## src/rtl/urom_loader.sv

```systemverilog
`default_nettype none
// ============================================================================
//  Module      : urom_loader
//  Description : Host-stream loader for the six-lane microcode RAM. Holds the
//                micro-sequencer in reset while the image is written, then
//                releases it. Optional trailing XOR checksum is enabled by
//                defining UROM_LOADER_CHECKSUM_EN.
//  Revision    : 1.0 - initial release
// ============================================================================
module urom_loader #(
    parameter int ADDR_WIDTH = 13,
    parameter int WORD_BYTES = 6,
    parameter int WE_CYCLES  = 2
) (
    input  logic                  clock,
    input  logic                  notReset,
    input  logic                  start,
    input  logic [7:0]            in_data,
    input  logic                  in_valid,
    output logic                  in_ready,
    output logic [ADDR_WIDTH-1:0] rom_addr,
    output logic [7:0]            rom_data,
    output logic [WORD_BYTES-1:0] rom_notWE,
    output logic                  rom_notOE,
    output logic                  seq_notReset,
    output logic                  busy,
    output logic                  done,
    output logic                  error
);

    localparam int c_lane_w = (WORD_BYTES > 1) ? $clog2(WORD_BYTES) : 1;
    localparam int c_we_w   = (WE_CYCLES > 1) ? $clog2(WE_CYCLES) : 1;

    localparam logic [c_lane_w-1:0]   c_last_lane = c_lane_w'(WORD_BYTES - 1);
    localparam logic [c_we_w-1:0]     c_last_we   = c_we_w'(WE_CYCLES - 1);
    localparam logic [16:0]           c_depth     = 17'(1) << ADDR_WIDTH;
    localparam logic [WORD_BYTES-1:0] c_we_idle   = '1;

    typedef enum logic [3:0] {
        S_IDLE      = 4'd0,
        S_HDR_LO    = 4'd1,
        S_HDR_HI    = 4'd2,
        S_DATA_WAIT = 4'd3,
        S_WR_SETUP  = 4'd4,
        S_WR_PULSE  = 4'd5,
        S_WR_HOLD   = 4'd6,
`ifdef UROM_LOADER_CHECKSUM_EN
        S_CKSUM     = 4'd7,
`endif
        S_DONE      = 4'd8,
        S_ERROR     = 4'd9
    } state_t;

    state_t              r_state;
    logic [c_lane_w-1:0] r_lane;
    logic [15:0]         r_count;
    logic [c_we_w-1:0]   r_we_cnt;

    logic                  w_idle_like;
    logic                  w_take;
    logic [15:0]           w_hdr_n;
    logic                  w_hdr_bad;
    logic                  w_last_byte;
    logic [WORD_BYTES-1:0] w_strobe;

    assign w_idle_like = (r_state == S_IDLE) || (r_state == S_DONE) || (r_state == S_ERROR);
    assign w_take      = in_valid & in_ready;
    assign w_hdr_n     = {in_data, r_count[7:0]};
    assign w_hdr_bad   = (w_hdr_n == 16'd0) || ({1'b0, w_hdr_n} > c_depth);
    // Last byte of the image: final lane of word N-1; rom_addr is never advanced past it.
    assign w_last_byte = (r_lane == c_last_lane) &&
                         ((17'(rom_addr) + 17'd1) == {1'b0, r_count});
    assign w_strobe    = ~(WORD_BYTES'(1) << r_lane);

`ifdef UROM_LOADER_CHECKSUM_EN
    logic [7:0] r_cksum;

    always_ff @(posedge clock or negedge notReset) begin
        if (!notReset) begin
            r_cksum <= '0;
        end else if (w_idle_like && start) begin
            r_cksum <= '0;
        end else if (w_take) begin
            r_cksum <= r_cksum ^ in_data;
        end
    end
`endif

    always_ff @(posedge clock or negedge notReset) begin
        if (!notReset) begin
            r_state      <= S_IDLE;
            in_ready     <= 1'b0;
            rom_addr     <= '0;
            rom_data     <= '0;
            rom_notWE    <= c_we_idle;
            rom_notOE    <= 1'b0;
            seq_notReset <= 1'b1;
            busy         <= 1'b0;
            done         <= 1'b0;
            error        <= 1'b0;
            r_lane       <= '0;
            r_count      <= '0;
            r_we_cnt     <= '0;
        end else begin
            case (r_state)
                S_IDLE, S_DONE, S_ERROR: begin
                    if (start) begin
                        r_state      <= S_HDR_LO;
                        in_ready     <= 1'b1;
                        busy         <= 1'b1;
                        rom_notOE    <= 1'b1;
                        seq_notReset <= 1'b0;
                        done         <= 1'b0;
                        error        <= 1'b0;
                        r_lane       <= '0;
                        rom_addr     <= '0;
                        r_count      <= '0;
                    end
                end

                S_HDR_LO: begin
                    if (w_take) begin
                        r_count[7:0] <= in_data;
                        r_state      <= S_HDR_HI;
                    end
                end

                S_HDR_HI: begin
                    if (w_take) begin
                        if (w_hdr_bad) begin
                            r_state  <= S_ERROR;
                            in_ready <= 1'b0;
                            busy     <= 1'b0;
                            error    <= 1'b1;
                        end else begin
                            r_count[15:8] <= in_data;
                            r_state       <= S_DATA_WAIT;
                        end
                    end
                end

                S_DATA_WAIT: begin
                    if (w_take) begin
                        rom_data <= in_data;
                        in_ready <= 1'b0;
                        r_state  <= S_WR_SETUP;
                    end
                end

                S_WR_SETUP: begin
                    rom_notWE <= w_strobe;
                    r_we_cnt  <= '0;
                    r_state   <= S_WR_PULSE;
                end

                S_WR_PULSE: begin
                    if (r_we_cnt == c_last_we) begin
                        rom_notWE <= c_we_idle;
                        r_state   <= S_WR_HOLD;
                    end else begin
                        r_we_cnt <= r_we_cnt + c_we_w'(1);
                    end
                end

                S_WR_HOLD: begin
                    if (w_last_byte) begin
                        r_lane <= '0;
`ifdef UROM_LOADER_CHECKSUM_EN
                        r_state  <= S_CKSUM;
                        in_ready <= 1'b1;
`else
                        r_state      <= S_DONE;
                        busy         <= 1'b0;
                        rom_notOE    <= 1'b0;
                        seq_notReset <= 1'b1;
                        done         <= 1'b1;
`endif
                    end else begin
                        r_state  <= S_DATA_WAIT;
                        in_ready <= 1'b1;
                        if (r_lane == c_last_lane) begin
                            r_lane   <= '0;
                            rom_addr <= rom_addr + ADDR_WIDTH'(1);
                        end else begin
                            r_lane <= r_lane + c_lane_w'(1);
                        end
                    end
                end

`ifdef UROM_LOADER_CHECKSUM_EN
                S_CKSUM: begin
                    if (w_take) begin
                        in_ready <= 1'b0;
                        busy     <= 1'b0;
                        if (in_data == r_cksum) begin
                            r_state      <= S_DONE;
                            rom_notOE    <= 1'b0;
                            seq_notReset <= 1'b1;
                            done         <= 1'b1;
                        end else begin
                            // Image stays in RAM but the sequencer is kept in reset.
                            r_state <= S_ERROR;
                            error   <= 1'b1;
                        end
                    end
                end
`endif

                default: begin
                    r_state      <= S_ERROR;
                    in_ready     <= 1'b0;
                    rom_notWE    <= c_we_idle;
                    rom_notOE    <= 1'b1;
                    seq_notReset <= 1'b0;
                    busy         <= 1'b0;
                    done         <= 1'b0;
                    error        <= 1'b1;
                end
            endcase
        end
    end

endmodule
`default_nettype wire

```

## config.mk

```make
export PLATFORM = sky130hd
export DESIGN_NAME = urom_loader
export DESIGN_NICKNAME = d
export VERILOG_FILES = /design/src/rtl/urom_loader.sv
export SDC_FILE = /design/constraint.sdc
export NUM_CORES = 1
export LEC_CHECK = 0
export CAP_MARGIN = 30
export CELL_PAD_IN_SITES_DETAIL_PLACEMENT = 0
export CELL_PAD_IN_SITES_GLOBAL_PLACEMENT = 2
export CORE_MARGIN = 1.5
export CORE_UTILIZATION = 34
export DETAILED_ROUTE_END_ITERATION = 6
export PLACE_DENSITY = 0.92
export RECOVER_POWER = 100
export SKIP_LAST_GASP = 1
export SLEW_MARGIN = 20
export SYNTH_ARGS = -nofsm -noshare
export SYNTH_HDL_FRONTEND = slang
export SYNTH_SLANG_ARGS = --single-unit
```

## constraint.sdc

```tcl
create_clock -name clock -period 3.1 [get_ports clock]
set_input_delay 0.62 -clock clock [delete_from_list [all_inputs] [get_ports clock]]
set_output_delay 0.62 -clock clock [all_outputs]
set_load 0.01 [all_outputs]
```

Word-level counts from Yosys, hierarchy flattened
Cells that the tools add are included.
{"block": "classes", "shift": 1, "n_addsub": 4, "div": 0, "reduce_logical": 25, "order_cmp": 1, "mul": 0, "n_mux": 41, "n_eq_ne": 20, "bitwise_logic": 7}
{"operator": "13-bit two-way mux", "count": 3}
{"operator": "8-bit case mux with 2 select lines", "count": 2}
{"operator": "4-bit two-way mux", "count": 7}
{"operator": "4-bit case mux with 7 select lines", "count": 1}
{"operator": "13-bit case mux with 2 select lines", "count": 1}
{"operator": "8-bit two-way mux", "count": 3}
{"operator": "2-bit != test, second input constant", "count": 10}
{"operator": "6-bit case mux with 3 select lines", "count": 1}
{"operator": "14-bit by 16-bit == test with 1-bit output", "count": 1}
{"operator": "16-bit by 14-bit > comparator with 1-bit output, second input constant", "count": 1}
{"operator": "16-bit logical NOT", "count": 1}
{"operator": "16-bit two-way mux", "count": 1}
{"operator": "13-bit by 1-bit adder with 14-bit output, second input constant", "count": 1}
{"operator": "13-bit by 1-bit adder with 13-bit output, second input constant", "count": 1}
{"operator": "4-bit by 3-bit == test with 1-bit output, second input constant", "count": 3}
{"operator": "4-bit AND reduction", "count": 3}
{"operator": "1-bit two-way mux", "count": 11}
{"operator": "5-bit AND reduction", "count": 2}
{"operator": "5-bit OR reduction", "count": 2}
{"operator": "3-bit two-way mux", "count": 3}
{"operator": "1-bit case mux with 3 select lines", "count": 3}
{"operator": "4-bit by 2-bit == test with 1-bit output, second input constant", "count": 2}
{"operator": "4-bit == test, second input constant", "count": 2}
{"operator": "2-bit nonzero test", "count": 4}
{"operator": "22 further kinds", "count": 30}
{"block": "word_totals", "mem_bits_ro": 0, "out_inout_bits": 33, "inputBits": 12, "word_cells": 113, "ff_bits": 57, "ramBits": 0, "memories": 0, "latchBits": 0}

Logic depth before layout (Yosys ltp)
Gate-level depths: netlist of run 1.
{"block": "depth", "word_depth": 5, "mapped_depth": 9, "depth_no_buf": 8}

Least setup slack after synthesis of run 1
OpenSTA, ideal clock, no wires.
{"block": "synth_timing", "path_type": "flip-flop to flip-flop", "startpoint": "register rom_addr[0]", "endpoint": "register rom_addr[4]", "synth_period_minus_slack_ns": 2.302, "n_path_buf": 1, "setup_ns": 0.080, "stages_incl_launch_ff": 10, "t_arrival_ns": 2.221, "required_time_ns": 3.020, "slack_ns": 0.798, "path_cell_list": "dfrtp_1 -> ha_1 -> nand3_1 -> nor3_2 -> xnor2_1 -> o21ai_1 -> and3_1 -> buf_6 -> or4b_4 -> o211ai_2"}
{"block": "synth_between", "elab_chain_len": 5, "word_cells_on_any_way": 9, "classes_between": "add/sub: 2; eq/ne: 2; mux: 3; reduce/logical: 2"}
{"element": "start, declared", "line": "21", "rtl": "output logic [ADDR_WIDTH-1:0] rom_addr,"}
{"element": "start signal, assigned", "line": "183", "rtl": "rom_addr <= rom_addr + ADDR_WIDTH'(1);"}
{"element": "13-bit by 1-bit adder with 14-bit output", "line": "72", "rtl": "((17'(rom_addr) + 17'd1) == {1'b0, r_count});"}
{"element": "14-bit by 16-bit == test with 1-bit output", "line": "72"}
{"element": "1-bit logical AND", "line": "71", "rtl": "assign w_last_byte = (r_lane == c_last_lane) &&"}
{"element": "2-bit != test (no source line)"}
{"element": "4-bit AND reduction (no source line)"}
Parallel ways exist; a longest one is shown, timed or not. The select of a mux whose other input is x is not followed.
A chain may end at the register's enable or synchronous reset.

Worst setup path after layout of run 1
Ends and elaborated chain as after synthesis.

==> key figures, run 1 <==
Worst setup path
  • Largest stage delay, worst path: between 0.6 and 0.7 ns
  • Worst reg2reg setup slack: about 0.34 ns
  • Critical path fanouts, max: 9
  • Worst path cell trace: ha_1 > nand3_1 > nor3_2 > xnor2_1 > o21ai_1 > and3_1 > or4b_2 > o211ai_2
  • Worst Setup Path Type: flop to flop
  • CP required: between 3 and 4 ns
  • CP max stage cell: or4b_2
  • Worst setup SP type: flop
  • CP Capture Type: flop
  • Crit path DAT: between 3 and 4 ns

Synthesis
  • Synth Instances: 384
  • Synth Flop Type: dfrtp_1
  • Count of different cell masters after synthesis: 64
  • Post-synthesis sequential area ratio: 0.426
  • Ys async rst share: 1.00
  • Synthesis warning total: 0
  • Number of flops mapped to enable cells by yosys: 0
  • Syn avg cell area: about 9 µm²
  • Synthesized net count: around 400
  • Mapped cell area: between 3000 and 4000 µm²
  • Yosys reg bits: 57

Clocking
  • Clock root cell: clkbuf_8
  • # clock sinks: between 50 and 60
  • Total CTS buffers: 9
  • CTS tree: yes
  • Deepest clock path buffer count: 2
  • Post-CTS sizing: 0
  • Clock-pin slew on the worst setup and hold paths: approximately 0.07 ns
  • Clk_lat worst skew: roughly 0.34 ns
  • H-tree levels: 3
  • CTS Hold Bufs: 0
  • Post-CTS repair timing setup buffer count: 0

Routing
  • DR vias: 3052
  • Drt pass-1 iters: 4
  • DR WL/cell: roughly 16 µm
  • Post-route DRC violation count: 0
  • Met1 wire length: ~4200 µm
  • Met2 wire len: around 4000 µm
  • Drt total wl: just under 9000 µm
  • Top routing layer used: met4
  • DRT antenna net count: 0
  • Vias/cell: 5.39
  • Metal3 WL: between 500 and 600 µm
  • DR iter-0 viols: roughly 240

Min path
  • Min-delay worst type: flop to flop

Timing
  • Endpoints failing hold: 0
  • Fin crit period: ~2.8 ns
  • Max Clock Skew: approximately 0.0090 ns
  • Final period utilization: 0.891
  • Max frequency: 362 MHz
  • Measured slew at the worst slew-check pin: about 1.8 ns
  • Max Transition Viols Final: 33
  • Final hold slack: between 0.4 and 0.5 ns
  • Setup_tns: 0 ns
  • RSZ-0062 raised after global routing: false
  • Slew headroom: -0.207
  • Final setup viols: 0

Final layout
  • Fill cells: 973
  • Share of layout cells above drive strength 1: 0.115
  • Layout Nets: roughly 440
  • Area grow syn2layout: 23.0%
  • Leading cell type in the layout, fill and taps excluded: dfrtp_1
  • Most frequent cells in the layout: dfrtp_1, nor2_1, dlygate4sd3_1
  • Fin cells: 566
  • ANT cells: 0
  • Final Core Density: 0.427

Floorplanning
  • Starting density of the core: 0.348
  • Num rows: 36
  • Num ports: 45
  • Die width: around 100 µm
  • Die Y-Extent: approximately 100 µm
  • Die area: between 10000 and 15000 µm²
  • Core ar.: 9680 µm²

Pwr
  • Total power after layout: about 3.0 mW
  • Leak: 1.77 nW
  • VDD IR max: 0.347 mV
  • Power per Cell Area: between 700 and 800 nW/µm²

Job
  • # Max-Cap Violations: 1

Outcome
  • Failing checks: capacitance limit, slew limit
  • Status: complete, but fails checks

Placement
  • Placed cell count: 550
  • Post-detail-place hpwl: approximately 6400 µm
  • PortBufs: 44
  • Placer Congestion: about 0.84

Global routing
  • Global-route wire length before repair: 14900 µm
  • GR Overflow Total: 0
  • Largest net degree at the start of global routing: 33
  • GRT Util Overall: 0.183
  • Initial antenna violation count: 0
  • Vias in the first global route: 2955
-- where the power goes --
group          internal [mW]  switching (mW)
clock network          0.494           0.318
logic                  0.485           0.589
registers              0.926           0.213
-- cell type report --
cell class / count / area (µm²) / share of cell area
sequential: 57 / 1440 / 0.347
clock inverter: 5 / 77.6 / 0.0187
inverter: 25 / 93.8 / 0.0227
multi-input combinational: 279 / 1710 / 0.413
timing repair buffer: 56 / 505 / 0.122
clock buffer: 11 / 151 / 0.0366
tap: 133 / 166 / 0.0402
-- worst paths after layout --
check,start,endpoint,depth (start not counted)
worst max-delay path,rom_addr[0]$_DFFE_PN0P_,rom_addr[4]$_DFFE_PN0P_,8
worst min-delay path,seq_notReset$_DFFE_PN1P_,seq_notReset$_DFFE_PN1P_,2
worst max register to register,rom_addr[0]$_DFFE_PN0P_,rom_addr[4]$_DFFE_PN0P_,8
worst min register to register,seq_notReset$_DFFE_PN1P_,seq_notReset$_DFFE_PN1P_,2
max in group asynchronous,notReset,rom_data[3]$_DFFE_PN0P_,2
min in group asynchronous,notReset,rom_addr[3]$_DFFE_PN0P_,1
-- routing by layer --
metal	track usage	vias to the layer above
li1	-	1467
met5	0	-
met3	0.0332	6
met4	0.0632	0
met1	0.266	1470
met2	0.276	109
-- cell usage after synthesis, drive strengths merged (3+ instances only) --
library cell / number / area share
nand2: 30 / 0.033
xor2: 8 / 0.021
clkbuf: 14 / 0.016
o31ai: 3 / 0.0067
a31oi: 7 / 0.013
and3: 8 / 0.015
nor2: 37 / 0.041
dfrtp: 50 / 0.37
a21oi: 19 / 0.028
mux2i: 3 / 0.0089
o211ai: 3 / 0.0082
or3: 4 / 0.0074
a31o: 3 / 0.0078
nor3: 15 / 0.025
xnor2: 8 / 0.021
and2: 5 / 0.0093
inv: 25 / 0.028
dfstp: 7 / 0.055
nor4: 5 / 0.013
buf: 9 / 0.019
mux2: 9 / 0.030
nand3: 31 / 0.048
o21ai: 28 / 0.042
nand4: 15 / 0.032
-- worst max-delay path: cells and delay by family (launching register included) --
kind	cells	cell delay, ns
fa+ha+maj	1	0.36
simple gates	4	1.50
xor+xnor	1	0.16
flops	1	0.44
compound gates	2	0.22
-- cells by family (layout without fill, tap and decap cells) --
group | after synthesis | after routing | share of synthesized area
buffers and inverters | 48 | 97 | 0.0628
xor gates and xnor gates | 16 | 16 | 0.0416
muxes | 12 | 12 | 0.0390
DFF | 57 | 57 | 0.426
adders and majority gates | 2 | 2 | 0.00743
and+or+nand+nor | 163 | 163 | 0.255
AOI/OAI and AO/OA | 86 | 86 | 0.168
-- flip-flops by register name (all words and copies together), names as in the netlist, 3 cells and up --
signal	cells
r_count	16
r_lane	3
r_state	4
rom_addr	13
rom_data	8
rom_notWE	6
-- metrics by stage --
step | setup slack, ns | instance area [µm²]
after CTS | 0.469 | 4170
after global placement | 0.487 | 3940
after detailed placement | 0.444 | 3940
after global routing | 0.134 | 4140
final | 0.339 | 4140
after floorplan | 0.798 | 3370
Note: power is estimated with default switching activity, not from simulation.
==> run 2, diff against run 1 <==
--- a/config.mk
+++ b/config.mk
@@ -10,8 +10,10 @@
 export CELL_PAD_IN_SITES_GLOBAL_PLACEMENT = 2
 export CORE_MARGIN = 1.5
 export CORE_UTILIZATION = 34
+export CTS_BUF_LIST = sky130_fd_sc_hd__clkbuf_16
 export DETAILED_ROUTE_END_ITERATION = 6
-export PLACE_DENSITY = 0.92
+export GPL_TIMING_DRIVEN = 0
+export PLACE_DENSITY_LB_ADDON = 0.3
 export RECOVER_POWER = 100
 export SKIP_LAST_GASP = 1
 export SLEW_MARGIN = 20
==> run 2 against run 1 <==
The run still ends with capacitance limit, slew limit left. Cell count rose by 2.1%. First-iteration DRC count fell by 25%. Cell area rose by 4.7%. Critical endpoint is now rom_addr[1]$_DFFE_PN0P_. Clock-buffer cell count fell by 2. Total power rose by 15%. Flip-flop and latch count did not move. Critical path depth did not move. Register-to-register slack improved by 0.04 ns.
==> key figures, run 2 (synthesis gave the netlist of run 1 again) <==
Final layout
  • Top Registers: r_count x16, rom_addr x13, rom_data x8 (unchanged)
  • Leading cell type in the layout, fill and taps excluded: dfrtp_1 (unchanged)
  • ANT cells: 0 (unchanged)
  • Most frequent cells in the layout: dfrtp_1, nor2_1, dlygate4sd3_1 (unchanged)
  • Max reg flops: 16 (unchanged)
  • Fill cells: 965 (was 973)
  • Layout Nets: 454 (was 442)
  • Most flop-heavy register: r_count (unchanged)
  • Register area: 1440 µm² (unchanged)
  • Final Core Density: 0.447 (was 0.427)
  • Share of layout cells above drive strength 1: 0.117 (was 0.115)
  • Area grow syn2layout: 28.7% (was 23.0%)
  • Area taken by multi-input logic gates: 1710 µm² (about the same)
  • Fin cells: 578 (was 566)

Outcome
  • Failing checks: capacitance limit, slew limit (unchanged)
  • Status: complete, but fails checks (unchanged)

Clocking
  • H-tree levels: 3 (unchanged)
  • Total CTS buffers: 9 (unchanged)
  • Clock root cell: clkbuf_16 (was clkbuf_8)
  • CTS tree: yes (unchanged)
  • Clock-pin slew on the worst setup and hold paths: 0.06 ns (was 0.07 ns)
  • Post-CTS sizing: 0 (unchanged)
  • CTS Hold Bufs: 0 (unchanged)
  • Post-CTS repair timing setup buffer count: 0 (unchanged)
  • # clock sinks: 57 (unchanged)
  • Clk_lat worst skew: 0.33 ns (was 0.34 ns)
  • Deepest clock path buffer count: 2 (unchanged)

Routing
  • DRT antenna net count: 0 (unchanged)
  • Drt pass-1 iters: 5 (was 4)
  • DR WL/cell: 16.4 µm (was 15.5 µm)
  • Drt total wl: 9460 µm (was 8780 µm)
  • DR iter-0 viols: 183 (was 243)
  • DR vias: 3074 (was 3052)
  • Vias/cell: 5.32 (was 5.39)
  • Post-route DRC violation count: 0 (unchanged)

Timing
  • Measured slew at the worst slew-check pin: 1.54 ns (was 1.81 ns)
  • Fin crit period: 2.72 ns (was 2.76 ns)
  • Max Transition Viols Final: 9 (was 33)
  • RSZ-0062 raised after global routing: false (unchanged)
  • Final setup viols: 0 (unchanged)
  • Slew headroom: -0.0372 (was -0.207)
  • Final hold slack: 0.247 ns (was 0.493 ns)
  • Endpoints failing hold: 0 (unchanged)
  • Max Clock Skew: 0.00869 ns (was 0.00896 ns)
  • Final period utilization: 0.876 (was 0.891)
  • Max frequency: 368 MHz (was 362 MHz)

Worst setup path
  • Worst setup SP type: flop (unchanged)
  • Crit path DAT: 2.92 ns (was 3.02 ns)
  • Critical path fanouts, max: 10 (was 9)
  • CP max stage cell: dfrtp_1 (was or4b_2)
  • Worst path cell trace: ha_1 > nand3_1 > o41a_1 > a211oi_2 > nand3_2 > buf_6 > a32oi_1 > o21ai_0 (was ha_1 > nand3_1 > nor3_2 > xnor2_1 > o21ai_1 > and3_1 > or4b_2 > o211ai_2)
  • Worst path top cell family by delay: compound AO/OA/AOI/OAI gates (was simple AND/OR/NAND/NOR gates)
  • Largest stage delay, worst path: 0.48 ns (was 0.66 ns)
  • Worst path bufs/invs: 1 (was 0)
  • CP Capture Type: flop (unchanged)
  • Worst Setup Path Type: flop to flop (unchanged)
  • CP required: 3.30 ns (was 3.36 ns)

Pwr
  • Total power after layout: 3.48 mW (was 3.03 mW)
  • Leak: 1.86 nW (was 1.77 nW)
  • Power per Cell Area: 802 nW/µm² (was 731 nW/µm²)
  • VDD IR max: 0.341 mV (was 0.347 mV)

Global routing
  • GRT Util Overall: 0.194 (was 0.183)
  • Largest net degree at the start of global routing: 49 (was 33)
  • Vias in the first global route: 2878 (was 2955)
  • Initial antenna violation count: 0 (unchanged)
  • Global-route wire length before repair: 15400 µm (was 14900 µm)
  • GR Overflow Total: 0 (unchanged)

Job
  • # Max-Cap Violations: 1 (unchanged)

Floorplanning
  • Die area: 10500 µm² (unchanged)
  • Core ar.: 9680 µm² (unchanged)
  • Num ports: 45 (unchanged)
  • Starting density of the core: 0.348 (unchanged)
  • Die width: 102 µm (unchanged)
  • Die Y-Extent: 102 µm (unchanged)
  • Num rows: 36 (unchanged)

Placement
  • Post-detail-place hpwl: 6850 µm (was 6370 µm)
  • Placer Congestion: 0.857 (was 0.836)
  • Placed cell count: 562 (was 550)
  • PortBufs: 44 (unchanged)

Min path
  • Min-delay worst type: primary input to async pin (was flop to flop)
-- run 2: cell count changes in the layout (fill, tap and decap cells not counted), sizes merged --
cell / change
clkinv: +1
clkbuf: +8
dlygate4sd3: -1
clkdlybuf4s50: +1
clkinvlp: -1
bufinv: +2
buf: +2
-- run 2: metrics by stage --
stage          instance area, µm²  setup slack [ns]  TNS, ns
3_3_place_gp                 3970            -0.600   -29.73
2_1_floorplan                3370             0.798        0
5_1_grt                      4330             0.207        0
4_1_cts                      4370             0.373        0
3_5_place_dp                 4000             0.220        0
6_report                     4330             0.383        0
-- run 2: report_power, final --
group / total (mW) / leakage, nW / internal, mW / switching, mW
logic: 1.17 / 0.952 / 0.480 / 0.694
clock network: 1.23 / 0.180 / 0.867 / 0.365
registers: 1.07 / 0.731 / 0.928 / 0.141
-- run 2: cell type report --
cell class,count,share of cell area
plain buffers,23,0.0271
clock buffers,9,0.0520
clock inverters,7,0.0329
inverters,25,0.0217
multi-input cells,279,0.395
flip-flops and latches,57,0.331
well taps,133,0.0384
repair buffers,45,0.101
-- run 2: routing by layer --
| layer | routed length (µm) | GRT usage | vias up |
|---|---|---|---|
| met1 | 4710 | 0.275 | 1485 |
| met3 | 372 | 0.0386 | 9 |
| li1 | - | - | 1508 |
| met2 | 4280 | 0.300 | 72 |
| met4 | 105 | 0.0590 | 0 |
| met5 | 0 | 0 | - |
-- run 2: worst paths after layout --
path / start / to / slack (ns) / depth (start not counted)
min in group clock: seq_notReset$_DFFE_PN1P_ / seq_notReset$_DFFE_PN1P_ / 0.49 / 2
setup / recovery: rom_addr[0]$_DFFE_PN0P_ / rom_addr[1]$_DFFE_PN0P_ / 0.38 / 8
setup reg to reg: rom_addr[0]$_DFFE_PN0P_ / rom_addr[1]$_DFFE_PN0P_ / 0.38 / 8
max in group asynchronous: notReset / rom_notOE$_DFFE_PN0P_ / 1.24 / 2
hold / removal: notReset / rom_addr[7]$_DFFE_PN0P_ / 0.25 / 1
hold reg to reg: seq_notReset$_DFFE_PN1P_ / seq_notReset$_DFFE_PN1P_ / 0.49 / 2
